**src/rtl/pipe_exec_ctrl_pkg.sv**
```systemverilog
// Shared command codes, state encodings and width helpers for the pipeline
// execution controller and the debug unit that drives it.
package pipe_exec_ctrl_pkg;

  localparam int CMD_W   = 3;
  localparam int STATE_W = 3;

  typedef enum logic [CMD_W-1:0] {
    CMD_NOP   = 3'd0,
    CMD_RUN   = 3'd1,
    CMD_STEP  = 3'd2,
    CMD_RUN_N = 3'd3,
    CMD_STOP  = 3'd4,
    CMD_CLR   = 3'd5
  } cmd_e;

  typedef enum logic [STATE_W-1:0] {
    ST_IDLE   = 3'd0,
    ST_RUN    = 3'd1,
    ST_COUNT  = 3'd2,
    ST_HALTED = 3'd3
  } state_e;

  // A single breakpoint channel still gets a 1-bit index port.
  function automatic int brk_idx_w(input int n);
    return (n > 1) ? $clog2(n) : 1;
  endfunction

endpackage

```
**src/rtl/pipe_exec_ctrl_brk_match.sv**
```systemverilog
// Breakpoint table with PC comparators, lowest-index priority encoder and the
// sticky hit/id registers reported to the debug unit.
module pipe_exec_ctrl_brk_match
  import pipe_exec_ctrl_pkg::*;
#(
  parameter int ADDR_W = 32,
  parameter int N_BRK  = 4,
  localparam int IDX_W = brk_idx_w(N_BRK)
) (
  input  logic              i_clock,
  input  logic              i_reset,
  input  logic              i_wr,
  input  logic [IDX_W-1:0]  i_idx,
  input  logic [ADDR_W-1:0] i_addr,
  input  logic              i_en,
  input  logic [ADDR_W-1:0] i_pc,
  input  logic              i_cmp_en,
  input  logic              i_set_hit,
  input  logic              i_clr_hit,
  output logic              o_match,
  output logic              o_hit,
  output logic [IDX_W-1:0]  o_id
);

  logic [ADDR_W-1:0] tbl_addr_q [N_BRK];
  logic [N_BRK-1:0]  tbl_en_q;
  logic              hit_q;
  logic [IDX_W-1:0]  id_q;
  logic [IDX_W-1:0]  match_id;

  // Index values with no matching entry (non power-of-two tables) fall through.
  always_ff @(posedge i_clock or negedge i_reset) begin
    if (!i_reset) begin
      for (int i = 0; i < N_BRK; i++) begin
        tbl_addr_q[i] <= '0;
      end
      tbl_en_q <= '0;
    end else begin
      for (int i = 0; i < N_BRK; i++) begin
        if (i_wr && (i_idx == IDX_W'(i))) begin
          tbl_addr_q[i] <= i_addr;
          tbl_en_q[i]   <= i_en;
        end
      end
    end
  end

  // Scanning downward leaves the lowest matching index in match_id.
  always_comb begin
    o_match  = 1'b0;
    match_id = '0;
    for (int i = N_BRK - 1; i >= 0; i--) begin
      if (i_cmp_en && tbl_en_q[i] && (tbl_addr_q[i] == i_pc)) begin
        o_match  = 1'b1;
        match_id = IDX_W'(i);
      end
    end
  end

  always_ff @(posedge i_clock or negedge i_reset) begin
    if (!i_reset) begin
      hit_q <= 1'b0;
      id_q  <= '0;
    end else if (i_clr_hit) begin
      hit_q <= 1'b0;
      id_q  <= '0;
    end else if (i_set_hit) begin
      hit_q <= 1'b1;
      id_q  <= match_id;
    end
  end

  assign o_hit = hit_q;
  assign o_id  = id_q;

endmodule

```
**src/rtl/pipe_exec_ctrl.sv**
```systemverilog
// Pipeline execution controller: turns debug-unit commands, breakpoints and
// HALT retirement into the global pipe enable, plus a saturating cycle counter.
//
//   state     | meaning
//   ----------+-----------------------------------------------
//   ST_IDLE   | pipe frozen, accepts RUN/STEP/RUN_N/CLR
//   ST_RUN    | free running until STOP, breakpoint or halt
//   ST_COUNT  | running for remain_q more enabled cycles
//   ST_HALTED | HALT retired, only CLR leaves this state
module pipe_exec_ctrl
  import pipe_exec_ctrl_pkg::*;
#(
  parameter int ADDR_W   = 32,
  parameter int N_BRK    = 4,
  parameter int NB_COUNT = 32,
  parameter int STEP_W   = 16,
  localparam int IDX_W   = brk_idx_w(N_BRK)
) (
  input  logic                i_clock,
  input  logic                i_reset,
  input  logic                i_cmd_valid,
  input  logic [CMD_W-1:0]    i_cmd,
  input  logic [STEP_W-1:0]   i_cmd_arg,
  input  logic                i_brk_wr,
  input  logic [IDX_W-1:0]    i_brk_idx,
  input  logic [ADDR_W-1:0]   i_brk_addr,
  input  logic                i_brk_en,
  input  logic [ADDR_W-1:0]   i_pc_fetch,
  input  logic                i_halt_retired,
  output logic                o_enable_pipe,
  output logic [STATE_W-1:0]  o_state,
  output logic [NB_COUNT-1:0] o_count_cycles,
  output logic                o_brk_hit,
  output logic [IDX_W-1:0]    o_brk_id,
  output logic                o_done,
  output logic                o_cmd_err
);

  state_e              state_q, state_d;
  logic                enable_q, enable_d;
  logic                en_prev_q;
  logic [STEP_W-1:0]   remain_q, remain_d;
  logic [NB_COUNT-1:0] count_q, count_d;
  logic                done_q, done_d;
  logic                err_q, err_d;
  logic [CMD_W-1:0]    cmd;
  logic                cmp_en;
  logic                brk_match;
  logic                brk_set;
  logic                brk_clr;

  // Compare is suppressed on the first enabled cycle so a resume from a
  // breakpoint stop does not immediately stop again on the same PC.
  assign cmp_en = enable_q && en_prev_q;
  assign cmd    = i_cmd_valid ? i_cmd : CMD_NOP;

  pipe_exec_ctrl_brk_match #(
    .ADDR_W (ADDR_W),
    .N_BRK  (N_BRK)
  ) u_brk_match (
    .i_clock   (i_clock),
    .i_reset   (i_reset),
    .i_wr      (i_brk_wr),
    .i_idx     (i_brk_idx),
    .i_addr    (i_brk_addr),
    .i_en      (i_brk_en),
    .i_pc      (i_pc_fetch),
    .i_cmp_en  (cmp_en),
    .i_set_hit (brk_set),
    .i_clr_hit (brk_clr),
    .o_match   (brk_match),
    .o_hit     (o_brk_hit),
    .o_id      (o_brk_id)
  );

  always_ff @(posedge i_clock or negedge i_reset) begin
    if (!i_reset) begin
      state_q   <= ST_IDLE;
      enable_q  <= 1'b0;
      en_prev_q <= 1'b0;
      remain_q  <= '0;
      count_q   <= '0;
      done_q    <= 1'b0;
      err_q     <= 1'b0;
    end else begin
      state_q   <= state_d;
      enable_q  <= enable_d;
      en_prev_q <= enable_q;
      remain_q  <= remain_d;
      count_q   <= count_d;
      done_q    <= done_d;
      err_q     <= err_d;
    end
  end

  always_comb begin
    state_d  = state_q;
    remain_d = remain_q;
    count_d  = count_q;
    done_d   = 1'b0;
    err_d    = 1'b0;
    brk_set  = 1'b0;
    brk_clr  = 1'b0;

    if (enable_q && (count_q != '1)) begin
      count_d = count_q + NB_COUNT'(1);
    end

    unique case (state_q)
      ST_IDLE: begin
        unique case (cmd)
          CMD_NOP, CMD_STOP: ;
          CMD_RUN: state_d = ST_RUN;
          CMD_STEP: begin
            state_d  = ST_COUNT;
            remain_d = STEP_W'(1);
          end
          CMD_RUN_N: begin
            if (i_cmd_arg == '0) begin
              done_d = 1'b1;
            end else begin
              state_d  = ST_COUNT;
              remain_d = i_cmd_arg;
            end
          end
          CMD_CLR: begin
            count_d = '0;
            brk_clr = 1'b1;
          end
          default: err_d = 1'b1;
        endcase
      end

      ST_RUN, ST_COUNT: begin
        if (state_q == ST_COUNT) begin
          remain_d = remain_q - STEP_W'(1);
        end
        if ((cmd != CMD_NOP) && (cmd != CMD_STOP)) begin
          err_d = 1'b1;
        end
        // Stop sources in priority order: halt, STOP, breakpoint, expiry.
        if (i_halt_retired) begin
          state_d = ST_HALTED;
          done_d  = 1'b1;
        end else if (cmd == CMD_STOP) begin
          state_d = ST_IDLE;
          done_d  = 1'b1;
        end else if (brk_match) begin
          state_d = ST_IDLE;
          done_d  = 1'b1;
          brk_set = 1'b1;
        end else if ((state_q == ST_COUNT) && (remain_q == STEP_W'(1))) begin
          state_d = ST_IDLE;
          done_d  = 1'b1;
        end
      end

      ST_HALTED: begin
        if (cmd == CMD_CLR) begin
          state_d = ST_IDLE;
          count_d = '0;
          brk_clr = 1'b1;
        end else if (cmd != CMD_NOP) begin
          err_d = 1'b1;
        end
      end

      default: state_d = ST_IDLE;
    endcase

    enable_d = (state_d == ST_RUN) || (state_d == ST_COUNT);
  end

  assign o_enable_pipe  = enable_q;
  assign o_state        = state_q;
  assign o_count_cycles = count_q;
  assign o_done         = done_q;
  assign o_cmd_err      = err_q;

endmodule

```
**config.mk**
```make
export PLATFORM = sky130hd
export DESIGN_NAME = pipe_exec_ctrl
export DESIGN_NICKNAME = d
export VERILOG_FILES = /design/src/rtl/pipe_exec_ctrl_pkg.sv /design/src/rtl/pipe_exec_ctrl_brk_match.sv /design/src/rtl/pipe_exec_ctrl.sv
export SDC_FILE = /design/constraint.sdc
export NUM_CORES = 1
export LEC_CHECK = 0
export CORE_ASPECT_RATIO = 0.5
export CORE_UTILIZATION = 30
export DETAILED_ROUTE_END_ITERATION = 6
export PLACE_DENSITY = 0.56
export SLEW_MARGIN = 20
export SYNTH_ARGS = -nofsm -noshare
export SYNTH_HDL_FRONTEND = slang
export SYNTH_SLANG_ARGS = --single-unit
```
**constraint.sdc**
```tcl
create_clock -name i_clock -period 4.55 [get_ports i_clock]
set_input_delay 1.365 -clock i_clock [delete_from_list [all_inputs] [get_ports i_clock]]
set_output_delay 1.365 -clock i_clock [all_outputs]
set_load 0.05 [all_outputs]
```
==> impl_metrics.env <==
export IMPL_vdd_drop_max_v=0.0002778
export IMPL_post_cts_setup_buffers=0
export IMPL_clkTransAtPathRegs_ps=70
export IMPL_holdBufCountCts=0
export IMPL_setup_violations_final=0
export IMPL_antenna_found_initial=0
export IMPL_setup_tns_ps=0
export IMPL_max_cap_violations=0
export IMPL_syn_mean_instance_area_um2=11.06
export IMPL_synth_cell_types=52
export IMPL_place_gp_congestion=0.9243
export IMPL_fin_worst_skew_ps=8.055
export IMPL_antennaDiodeCount=0
export IMPL_critical_path_endpoint_type="register"
export IMPL_cts_buffers=17
export IMPL_layout_setup_ws_ps=1146
export IMPL_wirelength_mm=30.92
export IMPL_initial_utilization_pct=30.93
export IMPL_first_drt_iteration_drcs=494
export IMPL_dominantRegCellSynth="sky130_fd_sc_hd__dfrtp_1"
export IMPL_dp_hpwl_mm=23.35
export IMPL_cts_tree="yes"
export IMPL_synthesis_nets=994
export IMPL_detail_route_antenna_nets=0
export IMPL_cts_buffer_depth=2
export IMPL_yosys_warnings=0
export IMPL_yosysSeqAreaShare_pct=47.78
export IMPL_placement_rows=46
export IMPL_avgRoutedWirePerCell_um=20.94
export IMPL_grt_util_all_layers_pct=18.85
export IMPL_finalHoldViolCount=0
export IMPL_postSynth_asyncResetShare_pct=100.0
export IMPL_clkSinkCount=190
export IMPL_area_delta_synth_final_pct=24.90
export IMPL_port_buffers=131
export IMPL_total_leakage_power_nw=4.794
export IMPL_min_period_over_period_pct=74.81
export IMPL_cp_start_kind="input pin"
export IMPL_post_route_util_pct=38.63
export IMPL_dieArea_um2=33950
export IMPL_maxClockFrequency_ghz=0.2938
export IMPL_total_power_mw=6.437
export IMPL_powerDensity_nw_per_um2=517.9
export IMPL_grt_overflow=0
export IMPL_cts_root_buffer="sky130_fd_sc_hd__clkbuf_16"
export IMPL_grt_setup_unrepaired="no"
export IMPL_synth_edff_count=0
export IMPL_core_area_um2=32170
export IMPL_floorplan_io_pins=132
export IMPL_status="completed"
export IMPL_tightest_pin_transition_ps=844.3
export IMPL_top_library_cells_by_usage_in_the_layout_fill_and_taps_aside="sky130_fd_sc_hd__dfrtp_1, sky130_fd_sc_hd__mux2_2, sky130_fd_sc_hd__clkdlybuf4s50_1"
export IMPL_post_route_cells_drive_above_1_share_pct=17.51
export IMPL_place_worst_setup_slack_ps=693.9
export IMPL_largest_net_degree_at_the_start_of_global_routing=99
export IMPL_syn_area_um2=9951
export IMPL_nNetsFinal=1126
export IMPL_first_global_vias=7799
export IMPL_post_cts_resize_count=0
export IMPL_postSynthRegisterBits=190
export IMPL_crit_path_max_fanout=5
export IMPL_drt_pass1_iterations=5
export IMPL_netlist_instances=900
export IMPL_insertion_delay_ps=450
export IMPL_die_height_um=130.8
export IMPL_die_w_um=259.6
export IMPL_final_max_slew_violation_count=0
export IMPL_final_min_clock_period_ps=3404
export IMPL_htree_levels=4
export IMPL_slew_headroom_pct=43.71
export IMPL_holdCritPathClass="reg2reg"
export IMPL_endpoint_arrival_time_on_the_critical_path_ps=3720
export IMPL_worst_setup_path_type="in2reg"
export IMPL_vias_per_cell=5.099
export IMPL_drc=0
export IMPL_global_route_wire_length_before_repair_mm=47.11
export IMPL_num_vias=7531
export IMPL_layout_commonest_cell="sky130_fd_sc_hd__dfrtp_1"
export IMPL_worst_endpoint_required_ps=4870
-- cell usage after synthesis (2+ instances only) --
library cell | count | share of area, %
sky130_fd_sc_hd__or3_1 | 10 | 0.63
sky130_fd_sc_hd__mux2i_1 | 3 | 0.30
sky130_fd_sc_hd__and3_1 | 7 | 0.44
sky130_fd_sc_hd__a21oi_1 | 24 | 1.2
sky130_fd_sc_hd__nand4_2 | 2 | 0.25
sky130_fd_sc_hd__nor3b_1 | 6 | 0.45
sky130_fd_sc_hd__a32oi_1 | 5 | 0.44
sky130_fd_sc_hd__nor4_1 | 45 | 2.8
sky130_fd_sc_hd__inv_1 | 14 | 0.53
sky130_fd_sc_hd__nand2b_1 | 2 | 0.13
sky130_fd_sc_hd__and2_1 | 5 | 0.31
sky130_fd_sc_hd__or4_1 | 6 | 0.45
sky130_fd_sc_hd__ha_1 | 3 | 0.38
sky130_fd_sc_hd__nor4b_1 | 3 | 0.26
sky130_fd_sc_hd__o211ai_1 | 2 | 0.15
sky130_fd_sc_hd__nand3b_1 | 4 | 0.30
sky130_fd_sc_hd__a31oi_1 | 2 | 0.13
sky130_fd_sc_hd__nand2_1 | 31 | 1.2
sky130_fd_sc_hd__nand3_1 | 27 | 1.4
sky130_fd_sc_hd__mux2_2 | 132 | 15
sky130_fd_sc_hd__a22oi_1 | 4 | 0.30
sky130_fd_sc_hd__o21a_1 | 2 | 0.15
sky130_fd_sc_hd__and4_1 | 4 | 0.35
sky130_fd_sc_hd__o21ai_0 | 38 | 1.9
sky130_fd_sc_hd__a221o_1 | 2 | 0.20
sky130_fd_sc_hd__xnor2_1 | 74 | 6.5
sky130_fd_sc_hd__xor2_1 | 82 | 7.2
sky130_fd_sc_hd__nor2b_1 | 2 | 0.13
sky130_fd_sc_hd__nor3_1 | 20 | 1.0
sky130_fd_sc_hd__dfrtp_1 | 190 | 48
sky130_fd_sc_hd__clkbuf_1 | 26 | 0.98
sky130_fd_sc_hd__nand4b_1 | 3 | 0.26
sky130_fd_sc_hd__nand4_1 | 45 | 2.8
sky130_fd_sc_hd__nor2_1 | 57 | 2.2
-- cell type report --
cell class                 count  area (um2)
fill                        3122       19750
inverter                      14       52.55
multi-input combinational    667        5045
clock buffer                  22       464.2
clock inverter                10       161.4
timing repair buffer         142        1410
tap                          432       540.5
sequential                   190        4755
-- kinds of logic (layout without fill, tap and decap cells) --
| group | after synthesis | count (layout) | share of synthesized area, % |
|---|---|---|---|
| adders and majority gates | 3 | 3 | 0.3773 |
| AOI/OAI and AO/OA | 90 | 90 | 5.507 |
| and+or+nand+nor | 282 | 282 | 15.65 |
| buffers and inverters | 43 | 188 | 1.672 |
| xor gates and xnor gates | 156 | 156 | 13.73 |
| other | 1 | 1 | 0.03769 |
| DFF | 190 | 190 | 47.78 |
| muxes | 135 | 135 | 15.24 |
-- critical path, cell delays in order --
cell	delay (ps)
sky130_fd_sc_hd__clkdlybuf4s50_1	530
sky130_fd_sc_hd__xor2_1	250
sky130_fd_sc_hd__or4_1	520
sky130_fd_sc_hd__or3_1	320
sky130_fd_sc_hd__or3_1	400
sky130_fd_sc_hd__nand4_2	210
sky130_fd_sc_hd__o21ai_0	130
-- report_power, final --
group / internal, mW / switching (mW)
Clock: 0.948 / 0.667
Combinational: 0.867 / 1.45
Sequential: 2.10 / 0.404
-- registers in the layout, summed over array words and instances, names as in the netlist --
name,flops
o_state,3
o_cmd_err,1
u_brk_match.o_hit,1
en_prev_q,1
remain_q,16
u_brk_match.o_id,2
u_brk_match.tbl_addr_q,128
o_enable_pipe,1
o_done,1
o_count_cycles,32
u_brk_match.tbl_en_q,4
-- through the flow --
| step | cell area [um2] | cells | hold slack [ps] |
|---|---|---|---|
| floorplan | 9951 | 900 | 460.0 |
| global placement | 11800 | 1445 | 481.9 |
| detailed placement | 11800 | 1445 | 487.0 |
| CTS | 12430 | 1477 | 500.6 |
| global route | 12430 | 1477 | 537.9 |
| finish | 12430 | 1477 | 502.8 |
-- metal layers --
| metal | up-vias | track usage [%] | routed length (um) |
|---|---|---|---|
| met2 | 168 | 31.44 | 14830 |
| met1 | 3778 | 24.19 | 14080 |
| met4 | 0 | 6.678 | 679 |
| met3 | 43 | 4.302 | 1331 |
| met5 | - | 0 | 0 |
| li1 | 3542 | - | - |
-- worst paths after layout --
check | start | to | slack (ps) | depth (start not counted)
setup / recovery | i_pc_fetch[16] | o_state[1] | 1150 | 7
hold / removal | remain_q[14] | remain_q[14] | 500 | 2
setup reg to reg | o_count_cycles[24] | o_count_cycles[0] | 1850 | 6
hold reg to reg | remain_q[14] | remain_q[14] | 500 | 2
max in group asynchronous | i_reset | u_brk_match.tbl_addr_q[87] | 2670 | 2
min in group asynchronous | i_reset | u_brk_match.tbl_addr_q[10] | 1000 | 1
(Power assumes the default switching activity.)
